--- src/rtl/exe_mem_req_pkg.sv ---
// Shared types and helpers for the EXE-stage memory request generator.
// This package takes the place of the mycpu.h size codes and state encodings.
package exe_mem_req_pkg;

  localparam logic [1:0] MEM_SIZE_B = 2'd0;
  localparam logic [1:0] MEM_SIZE_H = 2'd1;
  localparam logic [1:0] MEM_SIZE_W = 2'd2;

  typedef enum logic [1:0] {
    EMR_IDLE   = 2'd0,
    EMR_REQ    = 2'd1,
    EMR_DONE   = 2'd2,
    EMR_ORPHAN = 2'd3
  } emr_state_e;

  // Request payload captured at issue and held until the bus accepts it.
  typedef struct packed {
    logic        wr;
    logic [1:0]  size;
    logic [3:0]  wstrb;
    logic [31:0] wdata;
  } emr_req_t;

  function automatic logic [3:0] emr_wstrb(input logic is_store, input logic [1:0] size,
                                           input logic [1:0] lo);
    logic [3:0] s;
    case (size)
      MEM_SIZE_B: s = 4'b0001 << lo;
      MEM_SIZE_H: s = 4'b0011 << {lo[1], 1'b0};
      MEM_SIZE_W: s = 4'hf;
      default:    s = 4'h0;
    endcase
    return is_store ? s : 4'h0;
  endfunction

  function automatic logic [31:0] emr_wdata(input logic [1:0] size, input logic [31:0] rkd);
    case (size)
      MEM_SIZE_B: return {4{rkd[7:0]}};
      MEM_SIZE_H: return {2{rkd[15:0]}};
      default:    return rkd;
    endcase
  endfunction

endpackage

--- src/rtl/exe_mem_req_counter.sv ---
// Small up/down counter for in-flight request bookkeeping.
// An increment and a decrement in the same cycle cancel out.
module emr_req_counter #(
  parameter int CNT_W = 2
) (
  input  logic             clk,
  input  logic             reset,
  input  logic             inc_i,
  input  logic             dec_i,
  output logic [CNT_W-1:0] cnt_o
);

  logic [CNT_W-1:0] cnt_q, cnt_d;

  always_comb begin
    cnt_d = cnt_q;
    if (inc_i && !dec_i)      cnt_d = cnt_q + CNT_W'(1);
    else if (dec_i && !inc_i) cnt_d = cnt_q - CNT_W'(1);
  end

  always_ff @(posedge clk) begin
    if (reset) cnt_q <= '0;
    else       cnt_q <= cnt_d;
  end

  assign cnt_o = cnt_q;

endmodule

--- src/rtl/exe_mem_req.sv ---
// EXE-stage request generator for the req/addr_ok/data_ok data bus: issues loads and stores,
// keeps a flushed request on the bus until it is accepted, and tags its response for MEM to drop.
module exe_mem_req
  import exe_mem_req_pkg::*;
#(
  parameter int ADDR_W          = 32,
  parameter int MAX_OUTSTANDING = 2
) (
  input  logic              clk,
  input  logic              reset,
  input  logic              es_valid_i,
  input  logic              es_mem_op_i,
  input  logic              es_is_store_i,
  input  logic [1:0]        es_size_i,
  input  logic [ADDR_W-1:0] es_vaddr_i,
  input  logic [31:0]       es_rkd_value_i,
  input  logic              es_advance_i,
  input  logic              flush_i,
  output logic              req_o,
  output logic              wr_o,
  output logic [1:0]        size_o,
  output logic [3:0]        wstrb_o,
  output logic [ADDR_W-1:0] addr_o,
  output logic [31:0]       wdata_o,
  input  logic              addr_ok_i,
  input  logic              data_ok_i,
  output logic              resp_drop_o,
  output logic              mem_ready_go_o,
  output logic              ale_o
);

  localparam int CNT_W = $clog2(MAX_OUTSTANDING + 1);

  emr_state_e        state_q, state_d;
  emr_req_t          req_q, req_d, cur, pay;
  logic [ADDR_W-1:0] addr_q, addr_d, pay_addr;
  logic [CNT_W-1:0]  out_cnt, disc_cnt;
  logic              has_slot, start, accept, disc_inc;

  assign ale_o = es_valid_i & es_mem_op_i &
                 ((es_size_i == MEM_SIZE_H & es_vaddr_i[0]) |
                  (es_size_i == MEM_SIZE_W & |es_vaddr_i[1:0]));

  assign cur = '{wr:    es_is_store_i,
                 size:  es_size_i,
                 wstrb: emr_wstrb(es_is_store_i, es_size_i, es_vaddr_i[1:0]),
                 wdata: emr_wdata(es_size_i, es_rkd_value_i)};

  assign has_slot = out_cnt < CNT_W'(MAX_OUTSTANDING);
  assign start    = es_valid_i & es_mem_op_i & ~ale_o & ~flush_i & has_slot;
  assign accept   = req_o & addr_ok_i;

  always_comb begin
    state_d  = state_q;
    req_d    = req_q;
    addr_d   = addr_q;
    req_o    = 1'b0;
    disc_inc = 1'b0;
    case (state_q)
      EMR_IDLE: if (start) begin
        req_o   = 1'b1;
        req_d   = cur;
        addr_d  = es_vaddr_i;
        state_d = addr_ok_i ? EMR_DONE : EMR_REQ;
      end
      EMR_REQ: begin
        req_o = 1'b1;
        if (addr_ok_i && flush_i) begin
          state_d  = EMR_IDLE;
          disc_inc = 1'b1;
        end else if (addr_ok_i) state_d = EMR_DONE;
        else if (flush_i)       state_d = EMR_ORPHAN;
      end
      // The bus protocol forbids withdrawing a request, so a flushed one rides out to addr_ok.
      EMR_ORPHAN: begin
        req_o = 1'b1;
        if (addr_ok_i) begin
          state_d  = EMR_IDLE;
          disc_inc = 1'b1;
        end
      end
      EMR_DONE: begin
        if (es_advance_i) state_d = EMR_IDLE;
        else if (flush_i) begin
          state_d  = EMR_IDLE;
          disc_inc = 1'b1;
        end
      end
      default: state_d = EMR_IDLE;
    endcase
  end

  always_ff @(posedge clk) begin
    if (reset) begin
      state_q <= EMR_IDLE;
      req_q   <= '0;
      addr_q  <= '0;
    end else begin
      state_q <= state_d;
      req_q   <= req_d;
      addr_q  <= addr_d;
    end
  end

  // In IDLE the request goes out straight from EXE; afterwards from the captured copy.
  assign pay      = (state_q == EMR_IDLE) ? cur : req_q;
  assign pay_addr = (state_q == EMR_IDLE) ? es_vaddr_i : addr_q;
  assign wr_o     = req_o & pay.wr;
  assign size_o   = req_o ? pay.size  : 2'b0;
  assign wstrb_o  = req_o ? pay.wstrb : 4'b0;
  assign wdata_o  = req_o ? pay.wdata : 32'b0;
  assign addr_o   = req_o ? pay_addr  : '0;

  assign mem_ready_go_o = ~es_mem_op_i | ale_o | flush_i | (state_q == EMR_DONE) |
                          (((state_q == EMR_IDLE) | (state_q == EMR_REQ)) & accept);

  assign resp_drop_o = data_ok_i & (disc_cnt != '0);

  emr_req_counter #(.CNT_W(CNT_W)) u_outstanding (
    .clk  (clk),
    .reset(reset),
    .inc_i(accept),
    .dec_i(data_ok_i),
    .cnt_o(out_cnt)
  );

  emr_req_counter #(.CNT_W(CNT_W)) u_discard (
    .clk  (clk),
    .reset(reset),
    .inc_i(disc_inc),
    .dec_i(resp_drop_o),
    .cnt_o(disc_cnt)
  );

  a_no_spurious_data_ok: assert property (@(posedge clk) disable iff (reset)
    data_ok_i |-> out_cnt != '0);

endmodule
--- config.mk ---
export PLATFORM = sky130hd
export DESIGN_NAME = exe_mem_req
export DESIGN_NICKNAME = d
export VERILOG_FILES = /design/src/rtl/exe_mem_req_pkg.sv /design/src/rtl/exe_mem_req_counter.sv /design/src/rtl/exe_mem_req.sv
export SDC_FILE = /design/constraint.sdc
export NUM_CORES = 1
export LEC_CHECK = 0
export BUFFER_PORTS_ARGS = -buffer_cell sky130_fd_sc_hd__buf_4
export CORE_ASPECT_RATIO = 0.5
export CORE_MARGIN = 2
export CORE_UTILIZATION = 50
export DETAILED_ROUTE_END_ITERATION = 6
export PLACE_DENSITY_LB_ADDON = 0.25
export SKIP_LAST_GASP = 1
export SLEW_MARGIN = 20
export SYNTH_ARGS = -nofsm -noshare
export SYNTH_HDL_FRONTEND = slang
export SYNTH_HIERARCHICAL = 1
export SYNTH_SLANG_ARGS = --single-unit
--- constraint.sdc ---
create_clock -name clk -period 3 [get_ports clk]
set_input_delay 0.3 -clock clk [delete_from_list [all_inputs] [get_ports clk]]
set_output_delay 0.3 -clock clk [all_outputs]
set_load 0.1 [all_outputs]
==> flow_summary.rst <==
.. list-table::
   :header-rows: 1

   * - Metric
     - Value
   * - Skew-Pair Late Insertion Delay
     - 0.34 ns
   * - Slew margin rel.
     - 33.59%
   * - Die footprint
     - 9197 um^2
   * - Met3 WL
     - 937 um
   * - Critical path data arrival time
     - 2.56 ns
   * - Number of nets still failing antenna checks after routing
     - 0
   * - Cell area after placement
     - 5582 um^2
   * - Critical register-to-register path startpoint
     - u_outstanding/cnt_o[1]
   * - Horiz. Die Dim
     - 133.6 um
   * - Final layout net count
     - 811
   * - DRC violations left
     - 0
   * - TNS Setup
     - 0 ns
   * - Routed wire length
     - 12610 um
   * - Share of Yosys cell area claimed by the top area cell type
     - 36.69%
   * - Fill count
     - 713
   * - CORE AREA
     - 8087 um^2
   * - Routed vias/inst
     - 5.478
   * - Clock tree from TritonCTS
     - built
   * - Pwr dens
     - 500.5 nW/um^2
   * - CTS max path bufs
     - 2
   * - Number of distinct standard cells referenced by the synthesized netlist
     - 35
   * - Critical path start-end classification
     - reg2out
   * - TritonCTS Buffers
     - 9
   * - Total global routing track utilization
     - 26.31%
   * - Worst reg-to-reg setup slack
     - 0.56 ns
   * - Leakage power figure
     - 2.440 nW
   * - Final core utilization
     - 72.72%
   * - Share of cells above drive strength 1
     - 32.75%
   * - Remaining global-route overflow
     - 0
   * - Synthesized Nets
     - 695
   * - Post-synthesis sequential area ratio
     - 36.69%
   * - Clock Sink Count
     - 77
   * - Outcome
     - complete, no violations
   * - Routability-driven placement congestion ratio
     - 0.8185
   * - Clock transition at the register clock pins on the worst setup and hold paths after CTS
     - 0.05 ns
   * - Worst r2r path cells
     - 7
   * - Synthesis-stage register bit count
     - 77
   * - Vert. Die Dim
     - 68.82 um
   * - EDFF count, synth
     - 0
   * - Clk Tree Root Cell
     - clkbuf_16
   * - Final worst-path cycle share
     - 95.26%
   * - Hold WC Path Type
     - in2reg
   * - DRT Pass-1 Iters
     - 5
   * - Drt initial violations
     - 393
   * - Number of diodes added for antenna fixing
     - 0
   * - Initial Utilization
     - 51.96%
   * - Yosys warning total
     - 6
   * - Top fanout value on the critical path
     - 43
   * - Cell type with the largest total area after synthesis
     - dfxtp_1
   * - Row count
     - 23
   * - Destination of the worst hold path
     - state_q[0]
   * - DPL Wire Length
     - 8351 um
   * - Number of buffers added to fix hold violations after cts
     - 0
   * - Design Area, Final
     - 5881 um^2
   * - Slew at the pin closest to its max-slew limit
     - 0.9925 ns
   * - Top-level I/O count
     - 150
   * - Crit Reg-Reg Endpoint
     - u_outstanding/cnt_o[1]
   * - Wire length of the first global-routing pass
     - 19090 um
   * - RSZ-0062 raised after global routing
     - no
   * - H-tree level count
     - 3
   * - Layout Area Growth over Synthesis
     - 39.96%
   * - Share of flip-flops with an asynchronous set or reset
     - 0%
   * - Number of max-capacitance violations reported
     - 0
   * - Number of cells on the worst hold path
     - 2
   * - Number of buffers added on ports
     - 149
   * - Cell area after technology mapping
     - 4202 um^2
   * - M1 WL
     - 5497 um
   * - Post-detailed-route wirelength per cell
     - 14.81 um
   * - Met2 WL
     - 6036 um
   * - Capturing element type of the critical path
     - output port
   * - Initial antenna violation count
     - 0
   * - VDD IR-drop max
     - 0.0003088 V
   * - Setup skew after layout
     - 0.007688 ns
   * - Source of the worst hold timing path
     - addr_ok_i
   * - Startpoint kind of the worst setup timing path
     - register
   * - Biggest area contributors in the synthesized netlist
     - dfxtp_1 (37%), nand2_1 (20%), a21oi_1 (13%)
   * - Leading register cell type out of synthesis
     - dfxtp_1
   * - Number of pins with negative max-slew slack in the final report
     - 0
   * - FMAX
     - 349.9 MHz
   * - Time the final worst path needs with I/O delays and setup
     - 2.858 ns
   * - Uppermost metal layer occupied by signal nets
     - met4
   * - Number of global-route vias before repair
     - 4006
   * - Synth Instances
     - 618
   * - Final Hold Viols
     - 0
   * - Final count of negative-setup-slack endpoints
     - 0
   * - Pin count of the biggest net entering global routing
     - 78
   * - Routed vias
     - 4662
   * - Syn avg cell area
     - 6.799 um^2
   * - Required @ worst endpoint
     - 2.70 ns
==> worst max path at each step <==
stage / startpoint / to / cells past startpoint
6_report: u_outstanding/cnt_o[1] / wdata_o[21] / 6
5_1_grt: u_outstanding/cnt_o[1] / wdata_o[21] / 6
4_1_cts: u_outstanding/cnt_o[1] / wdata_o[21] / 6
3_5_place_dp: flush_i / wdata_o[21] / 7
3_3_place_gp: flush_i / wdata_o[23] / 7
2_1_floorplan: es_size_i[1] / wdata_o[17] / 7
==> Yosys cell counts, types with 2 or more instances <==
cell and instances:
inv_1 8, nand2b_1 3, nor2_1 42, dfxtp_1 77, buf_2 12, nor3_1 6, o21ai_0 13, nand2_1 220
mux2i_1 24, a211oi_1 35, ha_1 2, clkbuf_1 32, a21oi_1 111, or3_1 2, xor2_1 4, o21a_1 2
buf_1 7
==> per-stage QoR <==
stage          power [mW]  setup WS, ns  hold WS (ns)  cells
4_1_cts             2.953       0.05941        0.1709    851
2_1_floorplan       1.673       -0.9684        0.3691    618
3_3_place_gp        1.881        0.4435        0.4414    835
5_1_grt             3.052       0.02266        0.1796    851
3_5_place_dp        1.889        0.3080        0.4467    835
6_report            2.943        0.1423        0.1830    851
==> power breakdown <==
part	internal, mW	switching [mW]	total [mW]
sequential	1.07	0.0254	1.09
clock	0.639	0.431	1.07
combinational	0.223	0.557	0.780
total	1.93	1.01	2.94
==> cell type report <==
| cell class | instances | area [um^2] | share of cell area, % |
|---|---|---|---|
| Sequential cell | 77 | 1541 | 26.21 |
| Inverter | 8 | 30.03 | 0.5106 |
| Multi-Input combinational cell | 480 | 2666 | 45.34 |
| Tap cell | 112 | 140.1 | 2.383 |
| Clock inverter | 7 | 66.31 | 1.128 |
| Clock buffer | 9 | 225.2 | 3.830 |
| Timing Repair Buffer | 158 | 1211 | 20.60 |
==> kinds of logic (layout without fill, tap and decap cells) <==
group / count (synthesis) / after routing / share of synthesized area [%]
mux: 24 / 24 / 5.718
simple gates: 280 / 280 / 26.24
compound gates: 170 / 170 / 23.85
fa+ha+maj: 2 / 2 / 0.5955
buf+inv: 61 / 182 / 6.075
xor+xnor: 4 / 4 / 0.8337
flops: 77 / 77 / 36.69
==> registers in the layout, summed over array words and instances (netlist names) <==
name	count
req_q	39
u_outstanding/cnt_o	2
addr_q	32
state_q	2
u_discard/cnt_o	2
==> cell usage in the layout, fill, tap and decap left out, types with 2 or more instances in the layout <==
cell type  netlist  layout
a21oi_1        111      61
o21a_1           2       2
buf_12           0       2
mux2i_1         24      24
nand2b_1         3       3
a211oi_2         1       9
or3_1            2       2
ha_1             2       2
a21oi_2          1      50
nand2_1        220     220
buf_4            1     156
nor2_1          42      41
clkinv_2         0       4
dfxtp_1         77      77
nor3_1           6       5
xor2_1           4       4
clkbuf_16        0       9
a211oi_1        35      26
o21ai_0         13      13
inv_1            8       8
==> layer usage <==
metal | GRT usage, % | vias to the layer above
met1 | 33.78 | 2177
met3 | 6.506 | 12
met2 | 44.97 | 179
met4 | 7.846 | 0
li1 | - | 2294
met5 | 0 | -
==> timing repair <==
action                                  4_1_cts  5_1_grt
setup buffers                                 0        0
endpoints found under the setup margin        0        1
resized for setup                             0        1
==> critical path: stages (launching register included) <==
cell and delay, ns:
dfxtp_1 0.32, nand4bb_1 0.38, a211oi_4 0.47, a21oi_4 0.24
buf_12 0.25, a211oi_1 0.23, buf_4 0.34
(Power assumes the default switching activity.)
